File: src/rtl/fetdriver_topsw_seq.sv
// Break-before-make sequencer for a segmented top PMOS and bottom NMOS with staged turn-on
// and latched overcurrent fault. Optional leading-edge blanking: define FETDRV_BLANKING_EN.
module fetdriver_topsw_seq #(
  parameter int unsigned NSEG      = 4,
  parameter int unsigned CW        = 8,
  parameter int unsigned DT_CYC    = 8,
  parameter int unsigned RAMP_CYC  = 4,
  parameter int unsigned BLANK_CYC = 6
) (
  input  logic            CLK,
  input  logic            RESETN,
  input  logic            EN,
  input  logic            PWM_IN,
  input  logic            OC_FLT,
  input  logic            FLT_CLR,
  output logic            TOP_GATE_N,
  output logic [NSEG-1:0] SEG_EN,
  output logic            BOT_GATE,
  output logic            FAULT,
  output logic            BUSY
);

  localparam int unsigned CNT_MAX = (1 << CW) - 1;

  if (NSEG == 0 || CW == 0 || CW > 16) begin : g_bad_shape
    $error("fetdriver_topsw_seq: NSEG must be >= 1 and CW in 1..16");
  end
  if (DT_CYC == 0 || DT_CYC > CNT_MAX) begin : g_bad_dt
    $error("fetdriver_topsw_seq: DT_CYC out of range 1..2^CW-1");
  end
  if (RAMP_CYC == 0 || RAMP_CYC > CNT_MAX) begin : g_bad_ramp
    $error("fetdriver_topsw_seq: RAMP_CYC out of range 1..2^CW-1");
  end
  if (BLANK_CYC > CNT_MAX) begin : g_bad_blank
    $error("fetdriver_topsw_seq: BLANK_CYC exceeds counter range");
  end

  localparam logic [CW-1:0] DT_LAST   = CW'(DT_CYC - 1);
  localparam logic [CW-1:0] RAMP_LAST = CW'(RAMP_CYC - 1);

  typedef enum logic [2:0] {
    ST_OFF    = 3'd0,
    ST_DT_TOP = 3'd1,
    ST_RAMP   = 3'd2,
    ST_TOP_ON = 3'd3,
    ST_DT_BOT = 3'd4,
    ST_BOT_ON = 3'd5,
    ST_FLT    = 3'd6
  } state_t;

  state_t          state;
  state_t          state_nx;
  logic [CW-1:0]   cnt;
  logic [CW-1:0]   cnt_nx;
  logic [CW-1:0]   cnt_inc;
  logic [NSEG-1:0] seg_nx;
  logic [NSEG-1:0] seg_sh;
  logic            oc_meta;
  logic            oc_s;
  logic            blank_c;

  // Two-flop synchroniser for the asynchronous overcurrent flag
  always_ff @(posedge CLK or negedge RESETN) begin
    if (!RESETN) begin
      oc_meta <= 1'b0;
      oc_s    <= 1'b0;
    end else begin
      oc_meta <= OC_FLT;
      oc_s    <= oc_meta;
    end
  end

`ifdef FETDRV_BLANKING_EN
  logic [CW-1:0] blank_cnt;

  // Blanking window starts on the edge that enters RAMP
  always_ff @(posedge CLK or negedge RESETN) begin
    if (!RESETN) begin
      blank_cnt <= '0;
    end else if (state_nx == ST_RAMP && state != ST_RAMP) begin
      blank_cnt <= CW'(BLANK_CYC);
    end else if (blank_cnt != '0) begin
      blank_cnt <= blank_cnt - CW'(1);
    end
  end

  assign blank_c = (state == ST_RAMP) && (blank_cnt != '0);
`else
  assign blank_c = 1'b0;
`endif

  assign cnt_inc = (&cnt) ? cnt : cnt + CW'(1);
  assign seg_sh  = (SEG_EN << 1) | NSEG'(1);

  // Next-state, counter and segment pattern
  always_comb begin
    state_nx = state;
    cnt_nx   = '0;
    seg_nx   = '0;
    unique case (state)
      ST_OFF: begin
        if (EN) state_nx = PWM_IN ? ST_DT_TOP : ST_DT_BOT;
      end
      ST_DT_TOP: begin
        if (!PWM_IN) begin
          state_nx = ST_DT_BOT;
        end else if (cnt == DT_LAST) begin
          seg_nx   = NSEG'(1);
          state_nx = (&seg_nx) ? ST_TOP_ON : ST_RAMP;
        end else begin
          cnt_nx = cnt_inc;
        end
      end
      ST_DT_BOT: begin
        if (PWM_IN) begin
          state_nx = ST_DT_TOP;
        end else if (cnt == DT_LAST) begin
          state_nx = ST_BOT_ON;
        end else begin
          cnt_nx = cnt_inc;
        end
      end
      ST_RAMP: begin
        if (!PWM_IN) begin
          state_nx = ST_DT_BOT;
        end else if (cnt == RAMP_LAST) begin
          seg_nx = seg_sh;
          if (&seg_sh) state_nx = ST_TOP_ON;
        end else begin
          seg_nx = SEG_EN;
          cnt_nx = cnt_inc;
        end
      end
      ST_TOP_ON: begin
        if (!PWM_IN) state_nx = ST_DT_BOT;
        else         seg_nx   = '1;
      end
      ST_BOT_ON: begin
        if (PWM_IN) state_nx = ST_DT_TOP;
      end
      ST_FLT: begin
        if (FLT_CLR && !oc_s && !PWM_IN) state_nx = ST_OFF;
      end
      default: state_nx = ST_OFF;
    endcase

    if (state != ST_FLT && !EN) begin
      state_nx = ST_OFF;
      cnt_nx   = '0;
      seg_nx   = '0;
    end

    // Overcurrent wins over enable and PWM
    if (state != ST_OFF && oc_s && !blank_c) begin
      state_nx = ST_FLT;
      cnt_nx   = '0;
      seg_nx   = '0;
    end
  end

  // State, counter and outputs all registered from the next-state decision
  always_ff @(posedge CLK or negedge RESETN) begin
    if (!RESETN) begin
      state      <= ST_OFF;
      cnt        <= '0;
      TOP_GATE_N <= 1'b1;
      SEG_EN     <= '0;
      BOT_GATE   <= 1'b0;
      FAULT      <= 1'b0;
      BUSY       <= 1'b0;
    end else begin
      state      <= state_nx;
      cnt        <= cnt_nx;
      TOP_GATE_N <= !(state_nx == ST_RAMP || state_nx == ST_TOP_ON);
      SEG_EN     <= seg_nx;
      BOT_GATE   <= (state_nx == ST_BOT_ON);
      FAULT      <= (state_nx == ST_FLT);
      BUSY       <= (state_nx == ST_DT_TOP || state_nx == ST_DT_BOT);
    end
  end

endmodule

File: config.mk
export PLATFORM = sky130hd
export DESIGN_NAME = fetdriver_topsw_seq
export DESIGN_NICKNAME = d
export VERILOG_FILES = /design/src/rtl/fetdriver_topsw_seq.sv
export SDC_FILE = /design/constraint.sdc
export NUM_CORES = 1
export LEC_CHECK = 0
export ABC_AREA = 1
export BUFFER_PORTS_ARGS = -buffer_cell sky130_fd_sc_hd__buf_4
export CORE_UTILIZATION = 59
export CTS_BUF_LIST = sky130_fd_sc_hd__clkbuf_4
export DETAILED_ROUTE_END_ITERATION = 7
export PLACE_DENSITY = 0.87
export SYNTH_ARGS = -nofsm -noshare
export SYNTH_HDL_FRONTEND = slang
export SYNTH_SLANG_ARGS = --single-unit
File: constraint.sdc
create_clock -name CLK -period 1.65 [get_ports CLK]
set_input_delay 0.495 -clock CLK [delete_from_list [all_inputs] [get_ports CLK]]
set_output_delay 0.495 -clock CLK [all_outputs]
set_load 0.03 [all_outputs]
==> metrics.cfg <==
[run_status]
outcome = finished, final reports clean

[clocking]
clock-root-buffer = clkbuf_4
htreeDepth = 1
clock_sinks = 21
insertion_delay_ns = 0.31
cts_made_buffers = 3
clock_path_buffers = 2
cts.clk_slew.worst_paths_ns = 0.12
cts_tree = built
cts_hold_buffers = 0

[critical_path]
crit_path_end = BOT_GATE
rr_endpoint = BOT_GATE
critical_path_class = reg2reg
critPathMaxStageDelay_ns = 0.42
reg2reg_slack_ns = 0.12
cpLargestDelayFamily = simple AND/OR/NAND/NOR gates
timing.rr.start = cnt[0]
slowest_stage = dfrtp_1
worstSetupPathDepth = 8
crit_path_frequent_cell = nand2_1
critical_path_required_ns = 1.89
crit_buf_inv = 1
crit_chain = ha_1 > nand3_1 > nor2_1 > nand2_1 > nand2_1 > a21oi_2 > inv_1 > nor3_2
startpoint = cnt[0]
critPathLaunchType = register
end_kind = register
arrival_ns = 1.77
cp_max_fo = 4
rr_worst_depth = 8

[synth]
ys_warn_count = 0
synth_xor_area_share_pct = 0.732
synth-simple-area-share_pct = 33.9
synth_top_family_by_area = simple AND/OR/NAND/NOR gates
syn_area_um2 = 1200
yosysSeqAreaShare_pct = 44.0
synthCells = 159
muxShareOfSynthArea_pct = 0
synth_compound_area_share_pct = 12.1
synthAdderAreaFrac_pct = 1.05
synth_nets = 166
syn_avg_cell_area_um2 = 7.52
ys_ff_latch = 21
synth.distinct_cells = 27

[sta]
finClkSkew_ns = 0.00352
fin_crit_ns = 1.53
holdWs_ns = 0.0353
finalCritPeriodShare_pct = 92.6
tightest_slew_ns = 0.299
setup-violations-final = 0
final_max_slew_viol_count = 0
maxSlewHeadroom_pct = 80.0
fmax_mhz = 654
hold_violations = 0

[power]
intPower_mw = 0.939
switching_share_pct = 44.8
p_switching_mw = 0.762
power_frac_clock_pct = 15.0
ir_drop_v = 0.000936
pwr-share-seq_pct = 40.4
p_leak_nw = 0.712
comb_power_share_pct = 44.6
power_density_nw_per_um2 = 1230

[global_route]
grt.total_usage_pct = 26.2
antenna_found_initial = 0
grt_max_degree = 22
grt_pass1_wl_um = 4010
grt_pass1_vias = 971
grt_overflow_total = 0

[floorplan]
core.rowCount = 15
die_h_um = 47.0
die_area_um2 = 2210
fp.dieW_um = 47.0
start_util_pct = 65.7
ios = 14
coreArea_um2 = 1820

[final_layout]
final_cells = 202
final_cell_mix = nand2_1, nor2_1, dfrtp_1, inv_1, buf_4
final_common_cell = nand2_1
synthToLayoutAreaGrowth_pct = 15.3
final_area_um2 = 1380
nets = 185
antennaDiodeCount = 0
drive_gt1_share_pct = 25.4
fin_util_pct = 75.7

[route]
firstDrtPassIters = 5
postRouteAntennaNets = 0
totalWireLength_um = 2520
drt_iter0_markers = 45
drt-vias-per-instance = 5.55
num_vias = 1122
wl_per_cell_um = 12.5
drcViolationCount = 0

[placement]
gp_congestion = 0.862
port_buffers = 13
hpwl_um = 1910
placed_cell_area_um2 = 1320
numPlacedInstances = 197

[min_path]
hold_class = in2async

[run]
max-cap-violations = 0

==> state kept, by name (all words and copies together), names as in the netlist <==
signal,cells
SEG_EN,4
cnt,8
state,3
oc_s,1
FAULT,1
oc_meta,1
BUSY,1
TOP_GATE_N,1
BOT_GATE,1
==> per-layer routing <==
metal,vias to the layer above,share of wire (%),global-route usage (%)
li1,549,-,-
met1,524,42,34.0
met2,41,50,46.1
met3,8,6.5,3.46
met4,0,1.2,6.86
met5,-,0,0
==> cell usage after synthesis, drive strengths merged <==
| library cell | count | share of area (%) |
|---|---|---|
| a21oi | 8 | 4.6 |
| a31oi | 2 | 1.0 |
| buf | 1 | 0.94 |
| dfrtp | 20 | 42 |
| dfstp | 1 | 2.2 |
| ha | 1 | 1.0 |
| inv | 23 | 7.2 |
| nand2 | 41 | 14 |
| nand3 | 12 | 5.0 |
| nand3b | 1 | 0.63 |
| nand4 | 3 | 2.1 |
| nor2 | 27 | 8.9 |
| nor3 | 7 | 3.3 |
| o211ai | 2 | 1.3 |
| o21a | 1 | 0.63 |
| o21ai | 8 | 4.6 |
| xor2 | 1 | 0.73 |
==> per-stage QoR <==
step           TNS, ns  worst slack (ns)  power (mW)
4_1_cts              0             0.100        1.68
5_1_grt        -0.0331           -0.0197        1.82
3_5_place_dp         0             0.106        1.43
2_1_floorplan        0             0.312        1.24
3_3_place_gp         0             0.142        1.41
6_report             0             0.121        1.70
==> cells by family (layout without fill, tap and decap cells) <==
| group | Yosys count | count (layout) |
|---|---|---|
| AO/OA/AOI/OAI | 21 | 21 |
| XOR/XNOR | 1 | 1 |
| adder cells (fa/ha/maj) | 1 | 1 |
| buffers and inverters | 24 | 42 |
| flip-flops | 21 | 21 |
| AND/OR/NAND/NOR | 91 | 91 |
==> area by class of cell <==
| cell class | instances | area [µm²] |
|---|---|---|
| multi-input cells | 114 | 588 |
| flip-flops and latches | 21 | 531 |
| fillers | 148 | 442 |
| repair buffers | 15 | 113 |
| inverters | 23 | 86.3 |
| well taps | 25 | 31.3 |
| clock buffers | 3 | 22.5 |
| clock inverters | 1 | 7.51 |
==> power by group through the flow <==
stage | clock network (mW) | registers [mW] | logic [mW]
finish | 0.255 | 0.687 | 0.758
global route | 0.276 | 0.696 | 0.845
CTS | 0.259 | 0.682 | 0.743
detailed placement | 0 | 0.693 | 0.736
global placement | 0 | 0.689 | 0.722
floorplan | 0 | 0.752 | 0.492
==> worst register-to-register path: cells and delay by family, from the launching register on <==
family | cells | cell delay (ns)
flip-flops | 1 | 0.42
buffers and inverters | 1 | 0.10
AND/OR/NAND/NOR | 5 | 0.50
AO/OA/AOI/OAI | 1 | 0.20
adder cells (fa/ha/maj) | 1 | 0.25
==> repair_timing <==
item	in CTS	in global routing
resized for setup	0	7
setup endpoints to repair	0	7
hold endpoints to repair	0	0
setup buffers	0	1
==> how the worst min path moves through the flow <==
stage	slack, ns	to	depth (start not counted)	from
3_3_place_gp	0.34	oc_s	0	oc_meta
6_report	0.04	cnt[6]	1	RESETN
2_1_floorplan	0.20	BOT_GATE	0	RESETN
5_1_grt	0.05	cnt[6]	1	RESETN
3_5_place_dp	0.33	oc_s	0	oc_meta
4_1_cts	0.04	cnt[6]	1	RESETN
(Power assumes the default switching activity.)
